$ cat src/rtl/dnn_pkg.sv
// dnn_pkg
//   Shared constants, FSM state type and weight bank indices for the dnn
//   layer sequencer. Imported by dnn_wbank and dnn_seq_ctrl.
//   No ports (package).
package dnn_pkg;

  localparam int XW  = 7;   // signed input element width
  localparam int WW  = 5;   // signed weight width
  localparam int YW  = 21;  // datapath result width
  localparam int NW  = 24;  // number of weights in the bank
  localparam int AW  = 5;   // weight address width
  localparam int TMO = 4;   // WAIT cycles allowed before a timeout
  localparam int TCW = $clog2(TMO);

  typedef enum logic [2:0] {
    UNCFG = 3'd0,
    IDLE  = 3'd1,
    ISSUE = 3'd2,
    WAIT  = 3'd3,
    HOLD  = 3'd4
  } dnn_ctrl_state_t;

  // Bank address of each weight. wIJ connects node I to node J; the first
  // sixteen feed hidden lanes 4..7, the last eight feed outputs 8 and 9.
  localparam int W04 = 0;
  localparam int W05 = 1;
  localparam int W06 = 2;
  localparam int W07 = 3;
  localparam int W14 = 4;
  localparam int W15 = 5;
  localparam int W16 = 6;
  localparam int W17 = 7;
  localparam int W24 = 8;
  localparam int W25 = 9;
  localparam int W26 = 10;
  localparam int W27 = 11;
  localparam int W34 = 12;
  localparam int W35 = 13;
  localparam int W36 = 14;
  localparam int W37 = 15;
  localparam int W48 = 16;
  localparam int W58 = 17;
  localparam int W49 = 18;
  localparam int W59 = 19;
  localparam int W68 = 20;
  localparam int W69 = 21;
  localparam int W78 = 22;
  localparam int W79 = 23;

endpackage

$ cat src/rtl/dnn_wbank.sv
// dnn_wbank
//   NW x WW weight register bank with a single write port and the whole
//   bank presented as one flattened read bus (index 0 in the LSBs).
//   Ports:
//     clk, rst_n  clock, asynchronous active-low reset (bank clears to 0)
//     we          write enable; caller guarantees waddr < NW when high
//     waddr       weight index
//     wdata       signed weight value
//     rd_bus      flattened bank contents
module dnn_wbank
  import dnn_pkg::*;
(
  input  logic              clk,
  input  logic              rst_n,
  input  logic              we,
  input  logic [AW-1:0]     waddr,
  input  logic [WW-1:0]     wdata,
  output logic [NW*WW-1:0]  rd_bus
);

  logic [WW-1:0] bank [NW];

  // Weight storage: cleared by reset, one entry updated per accepted write.
  always_ff @(posedge clk or negedge rst_n) begin
    if (!rst_n) begin
      for (int i = 0; i < NW; i++) begin
        bank[i] <= '0;
      end
    end else if (we) begin
      bank[waddr] <= wdata;
    end
  end

  // Flatten the bank onto the read bus, entry 0 lowest.
  for (genvar g = 0; g < NW; g++) begin : g_flat
    assign rd_bus[g*WW +: WW] = bank[g];
  end

endmodule

$ cat src/rtl/dnn_seq_ctrl.sv
// dnn_seq_ctrl
//   Sequencer and configuration controller for the 4-input / 4-hidden dnn
//   layer datapath. Holds the weight bank, issues one input vector per
//   handshake, waits for the datapath result with a timeout and holds the
//   result on a valid/ready port.
//   Ports:
//     clk, rst_n                 clock, asynchronous active-low reset
//     wl_valid/addr/data/ready   weight write port
//     cfg_commit                 marks the bank complete (UNCFG only)
//     in_valid/in_x/in_ready     input vector handshake, {x3,x2,x1,x0}
//     dp_x, dp_w                 registered vector and weight bank to datapath
//     dp_stg_1_rdy               issue strobe (one cycle, ISSUE state)
//     dp_stg_2_rdy, dp_y         result strobe and {y3,y2,y1,y0} from datapath
//     out_valid/out_y/out_ready  result handshake
//     busy                       state is not UNCFG/IDLE
//     err_addr, err_tmo          sticky error flags
//     inf_cnt                    completed inferences, 16-bit wrap
module dnn_seq_ctrl
  import dnn_pkg::*;
(
  input  logic              clk,
  input  logic              rst_n,
  input  logic              wl_valid,
  input  logic [AW-1:0]     wl_addr,
  input  logic [WW-1:0]     wl_data,
  output logic              wl_ready,
  input  logic              cfg_commit,
  input  logic              in_valid,
  input  logic [4*XW-1:0]   in_x,
  output logic              in_ready,
  output logic [4*XW-1:0]   dp_x,
  output logic [NW*WW-1:0]  dp_w,
  output logic              dp_stg_1_rdy,
  input  logic              dp_stg_2_rdy,
  input  logic [4*YW-1:0]   dp_y,
  output logic              out_valid,
  output logic [4*YW-1:0]   out_y,
  input  logic              out_ready,
  output logic              busy,
  output logic              err_addr,
  output logic              err_tmo,
  output logic [15:0]       inf_cnt
);

  dnn_ctrl_state_t state, next_state;
  logic [TCW-1:0]  tmo_cnt;
  logic            wr_fire;
  logic            addr_ok;
  logic            bank_we;
  logic            in_fire;
  logic            tmo_hit;

  assign wr_fire = wl_valid & wl_ready;
  assign addr_ok = (wl_addr < AW'(NW));
  assign bank_we = wr_fire & addr_ok;
  assign in_fire = in_valid & in_ready;
  assign tmo_hit = (state == WAIT) & ~dp_stg_2_rdy & (tmo_cnt == TCW'(TMO - 1));

  dnn_wbank u_wbank (
    .clk    (clk),
    .rst_n  (rst_n),
    .we     (bank_we),
    .waddr  (wl_addr),
    .wdata  (wl_data),
    .rd_bus (dp_w)
  );

  // State register.
  always_ff @(posedge clk or negedge rst_n) begin
    if (!rst_n) begin
      state <= UNCFG;
    end else begin
      state <= next_state;
    end
  end

  // Next-state decode. In IDLE any write, even to a bad address, drops the
  // committed configuration so the bank must be re-committed before use;
  // in UNCFG a write applies first and a same-cycle commit still moves on.
  always_comb begin
    next_state = state;
    case (state)
      UNCFG: if (cfg_commit) next_state = IDLE;
      IDLE: begin
        if (wl_valid)      next_state = UNCFG;
        else if (in_valid) next_state = ISSUE;
      end
      ISSUE: next_state = WAIT;
      WAIT: begin
        if (dp_stg_2_rdy) next_state = HOLD;
        else if (tmo_hit) next_state = IDLE;
      end
      HOLD: if (out_ready) next_state = IDLE;
      default: next_state = UNCFG;
    endcase
  end

  // Handshake and strobe decode. A pending write blocks input acceptance in
  // IDLE; wl_ready follows rst_n in UNCFG so nothing reports ready in reset.
  always_comb begin
    wl_ready     = 1'b0;
    in_ready     = 1'b0;
    dp_stg_1_rdy = 1'b0;
    case (state)
      UNCFG: wl_ready = rst_n;
      IDLE: begin
        wl_ready = 1'b1;
        in_ready = ~wl_valid;
      end
      ISSUE: dp_stg_1_rdy = 1'b1;
      default: ;
    endcase
  end

  // Registered datapath-facing and result-facing outputs, timeout counter,
  // sticky errors and the inference counter. busy is registered from the
  // next state so it lines up with the state register.
  always_ff @(posedge clk or negedge rst_n) begin
    if (!rst_n) begin
      dp_x      <= '0;
      out_y     <= '0;
      out_valid <= 1'b0;
      tmo_cnt   <= '0;
      err_addr  <= 1'b0;
      err_tmo   <= 1'b0;
      inf_cnt   <= '0;
      busy      <= 1'b0;
    end else begin
      busy <= (next_state != UNCFG) && (next_state != IDLE);
      if (in_fire) begin
        dp_x <= in_x;
      end
      if (state == ISSUE) begin
        tmo_cnt <= '0;
      end else if ((state == WAIT) && !dp_stg_2_rdy && !tmo_hit) begin
        tmo_cnt <= tmo_cnt + 1'b1;
      end
      if ((state == WAIT) && dp_stg_2_rdy) begin
        out_y     <= dp_y;
        out_valid <= 1'b1;
      end
      if (tmo_hit) begin
        err_tmo <= 1'b1;
      end
      if ((state == HOLD) && out_ready) begin
        out_valid <= 1'b0;
        inf_cnt   <= inf_cnt + 16'd1;
      end
      if (wr_fire && !addr_ok) begin
        err_addr <= 1'b1;
      end
    end
  end

endmodule

$ cat config.mk
export PLATFORM = sky130hd
export DESIGN_NAME = dnn_seq_ctrl
export DESIGN_NICKNAME = d
export VERILOG_FILES = /design/src/rtl/dnn_pkg.sv /design/src/rtl/dnn_wbank.sv /design/src/rtl/dnn_seq_ctrl.sv
export SDC_FILE = /design/constraint.sdc
export NUM_CORES = 1
export LEC_CHECK = 0
export ABC_AREA = 0
export BUFFER_PORTS_ARGS = -buffer_cell sky130_fd_sc_hd__buf_2
export CAP_MARGIN = 20
export CORE_AREA = 5 5 148 150
export CTS_CLUSTER_DIAMETER = 60
export DETAILED_ROUTE_END_ITERATION = 7
export DIE_AREA = 0 0 153 155
export HOLD_SLACK_MARGIN = 0.02
export PLACE_DENSITY = 0.82
export SLEW_MARGIN = 20
export SYNTH_ARGS = -nofsm -noshare
export SYNTH_HDL_FRONTEND = slang
export SYNTH_SLANG_ARGS = --single-unit
$ cat constraint.sdc
create_clock -name clk -period 5.3 [get_ports clk]
set_input_delay 0 -clock clk [delete_from_list [all_inputs] [get_ports clk]]
set_output_delay 0 -clock clk [all_outputs]
set_load 0.02 [all_outputs]
==> reports/results.tsv <==
stage	metric	value	unit
cts	H-Tree Depth	1	
worst_setup_path	critical path's slowest cell	nor4_1	
cts	clock root buffer	clkbuf_16	
synthesis	Post-Syn Nets	767	
floorplanning	effective utilization at floorplan	48.4	%
worst_setup_path	Worst Path Max Fanout	107	
cts	postcts setup bufs	0	
cts	clk buf depth	3	
power_and_ir_drop	Comb pwr share	37.6	%
power_and_ir_drop	Clk network pwr share	23.6	%
sta	final hold vios	0	
place	Final Wtd Congestion	0.838	
synthesis	Post-synth ARST share	100	%
power_and_ir_drop	Peak VDD IR	359	uV
drt	DRC marker count from the first detailed-route iteration	317	
synthesis	post-synth top area cell	dfrtp_1	
synthesis	synthesized cell area	0.00996	mm^2
worst_setup_path	crit end category	flop	
sta	RSZ-0062 raised after global routing	no	
power_and_ir_drop	share of power burned in registers	38.9	%
grt	initial antenna violation count	1	
cts	Clock Latency Late Sink	530	ps
cts	clock buffers created by TritonCTS	27	
synthesis	synth top area cells	dfrtp_1 65%, mux2_2 26%, xnor2_1 0.97%	
drt	via count	7414	
job	max_cap viols	0	
hold_path	Hold Path Class	in -> reg	
synthesis	count leader, synth	dfrtp_1	
sta	period utilization	48.1	%
place	Place WS	2800	ps
final_layout	Final #Nets	1279	
sta	Slew Limit Fails	0	
power_and_ir_drop	Power Internal	5.07	mW
synthesis	post-synthesis simple-gate area fraction	5.34	%
worst_setup_path	critical path, cell by cell	dlygate4sd3_1 -> buf_8 -> nor2_1 -> nor4_1 -> and2b_1 -> mux2_2	
synthesis	Post-synth top flop	dfrtp_1	
synthesis	Distinct cells, synth	43	
sta	Worst Slack Setup Final	2750	ps
grt	vias in the first global route	8233	
drt	Detailed Routing Iterations Pass 1	4	
synthesis	syn avg cell area	15.7	um^2
drt	vias per cell	5.14	
sta	Tmin final	2550	ps
sta	count of final setup violators	0	
sta	highest clock rate	392	MHz
drt	remaining antenna violation count after routing	0	
worst_setup_path	Critical Path RT	5710	ps
floorplanning	# rows	53	
synthesis	sequential cell area fraction in the yosys report	64.6	%
worst_setup_path	kind of critical path	in -> reg	
floorplanning	core area	0.0206	mm^2
power_and_ir_drop	total power	8.10	mW
worst_setup_path	flop2flop setup slack	2790	ps
floorplanning	DIE HEIGHT	155	um
cts	CTS tree	yes	
final_layout	fin util	69.6	%
cts	clock slew at the register clock pins of the worst setup and hold paths	60	ps
power_and_ir_drop	Net Sw Power	3.04	mW
synthesis	EDFF count, synth	0	
synthesis	FF+latch count, synth	257	
sta	worst rel slew slack	28.7	%
sta	measured slew at the worst slew-check pin	1070	ps
sta	Post-Route Skew	8.90	ps
worst_setup_path	family with the most delay on the worst path	simple AND/OR/NAND/NOR gates	
final_layout	layout cell share with drive strength beyond 1	58.5	%
grt	GR Overflow Total	0	
final_layout	area grow syn2layout	43.6	%
grt	largest net degree at the start of global routing	108	
worst_setup_path	Worst Path Arrival	2960	ps
synthesis	share of the synthesized area in the top cell type	64.6	%
drt	wire length per cell	21.4	um
synthesis	most frequent cells after synthesis	257 x dfrtp_1, 232 x mux2_2, 24 x nand2_1	
worst_setup_path	WP buf/inv	2	
cts	TritonCTS Sinks	257	
status	status	finished, final reports clean	
floorplanning	DIE AREA	0.0237	mm^2
synthesis	mux cell area share after synthesis	26.4	%
floorplanning	DIE WIDTH	153	um
synthesis	main combinational cell family by area after synthesis	multiplexers	
grt	GRT Total Usage	25.3	%
place	dpl cells	1272	
synthesis	adder-cell share of the synthesized area	0.251	%
synthesis	Post-Synth XOR/XNOR Area	1.32	%
floorplanning	Ports	384	
worst_setup_path	max incr delay on CP	730	ps
worst_setup_path	Startpoint Class	input pin	
grt	first-pass GRT wire length	47700	um
final_layout	Filler cells	1376	
synthesis	Ys Warns	0	
power_and_ir_drop	Lkg Pwr	7.36	nW
sta	setup_tns	0	ps
place	PortBufs	383	
power_and_ir_drop	switching share of total power	37.5	%
synthesis	post-synthesis instance total	636	
place	Detail Placement HPWL	19200	um
drt	drt total wl	30900	um
synthesis	Synth Area in Compound Gates	0.854	%
drt	DRC violations left	0	
final_layout	Post-Layout Cell Count	1443	
power_and_ir_drop	Pwr per Cell Area	567	mW/mm^2
## registers in the layout, indices dropped and copies added (netlist names), 2 cells and up
| name | cells |
|---|---|
| out_y | 84 |
| state | 3 |
| dp_x | 28 |
| inf_cnt | 16 |
| u_wbank.rd_bus | 120 |
| tmo_cnt | 2 |
## timing repair
| action | CTS | global route |
|---|---|---|
| hold buffers | 122 | 0 |
| hold endpoints to repair | 227 | 0 |
| resized for setup | 0 | 0 |
## layer usage
layer / vias up / part of all wire, % / track usage, % / routed length, um
met5: - / 0 / 0 / 0
met4: 0 / 5.0 / 10.9 / 1540
met3: 97 / 5.9 / 6.40 / 1830
met2: 289 / 52 / 44.5 / 16000
met1: 3769 / 37 / 29.8 / 11500
li1: 3259 / - / - / -
## power groups by stage
stage	sequential (mW)	clock (mW)	combinational [mW]
after floorplan	3.96	0	0.889
after global placement	3.07	0	2.83
after detailed placement	3.11	0	2.89
after CTS	3.09	1.92	3.01
after global routing	3.22	2.02	3.22
final	3.15	1.91	3.04
## area by class of cell
class / count / area (um^2) / share of cell area, %
flip-flops and latches: 257 / 6430 / 45.0
multi-input cells: 348 / 3420 / 23.9
repair buffers: 508 / 3170 / 22.2
clock buffers: 40 / 835 / 5.84
well taps: 275 / 344 / 2.41
clock inverters: 8 / 77.6 / 0.543
inverters: 6 / 22.5 / 0.158
diodes: 1 / 2.50 / 0.0175
## per-stage QoR
step,instance area [um^2],hold slack [ps]
after global placement,12200,84.4
after global routing,14300,39.1
after detailed placement,12200,91.5
after CTS,14300,29.5
after floorplan,9960,-296
final,14300,44.4
## worst min-delay path: stages
cell,delay (ps)
buf_2,220
nor3_4,100
mux2_2,210
## logic make-up after synthesis
group,Yosys count
buffers and inverters,31
and+or+nand+nor,85
xor gates and xnor gates,15
muxes,233
AOI/OAI and AO/OA,13
adders and majority gates,2
DFF,257
## cells in the final DEF (no fill, tap or decap), types with 3 or more instances in the layout
| cell type | Yosys | final |
|---|---|---|
| and2_1 | 3 | 3 |
| and4_1 | 3 | 3 |
| buf_2 | 4 | 382 |
| buf_4 | 0 | 3 |
| clkbuf_16 | 0 | 27 |
| clkbuf_8 | 0 | 11 |
| clkinv_2 | 0 | 3 |
| dfrtp_1 | 257 | 257 |
| dlygate4sd3_1 | 0 | 122 |
| inv_1 | 6 | 6 |
| mux2_2 | 232 | 232 |
| nand2_1 | 24 | 24 |
| nand2b_1 | 3 | 3 |
| nand3_1 | 4 | 3 |
| nand4_1 | 4 | 4 |
| nor2_1 | 10 | 10 |
| nor2_2 | 3 | 3 |
| nor2_4 | 3 | 3 |
| nor2b_1 | 4 | 4 |
| nor4_2 | 3 | 3 |
| o21ai_0 | 5 | 5 |
| xnor2_1 | 11 | 11 |
| xor2_1 | 4 | 4 |
## worst paths after layout
| path | end | cells after the start | startpoint |
|---|---|---|---|
| min in group asynchronous | u_wbank.rd_bus[60]$_DFFE_PN0P_ | 2 | rst_n |
| setup / recovery | u_wbank.rd_bus[36]$_DFFE_PN0P_ | 6 | rst_n |
| max in group asynchronous | dp_x[1]$_DFFE_PN0P_ | 3 | rst_n |
| setup reg to reg | inf_cnt[15]$_DFFE_PN0P_ | 4 | state[0]$_DFF_PN0_ |
| hold reg to reg | err_tmo$_DFFE_PN0P_ | 1 | err_tmo$_DFFE_PN0P_ |
| hold / removal | u_wbank.rd_bus[53]$_DFFE_PN0P_ | 3 | wl_addr[2] |
Power figures use the tool's default switching activity.
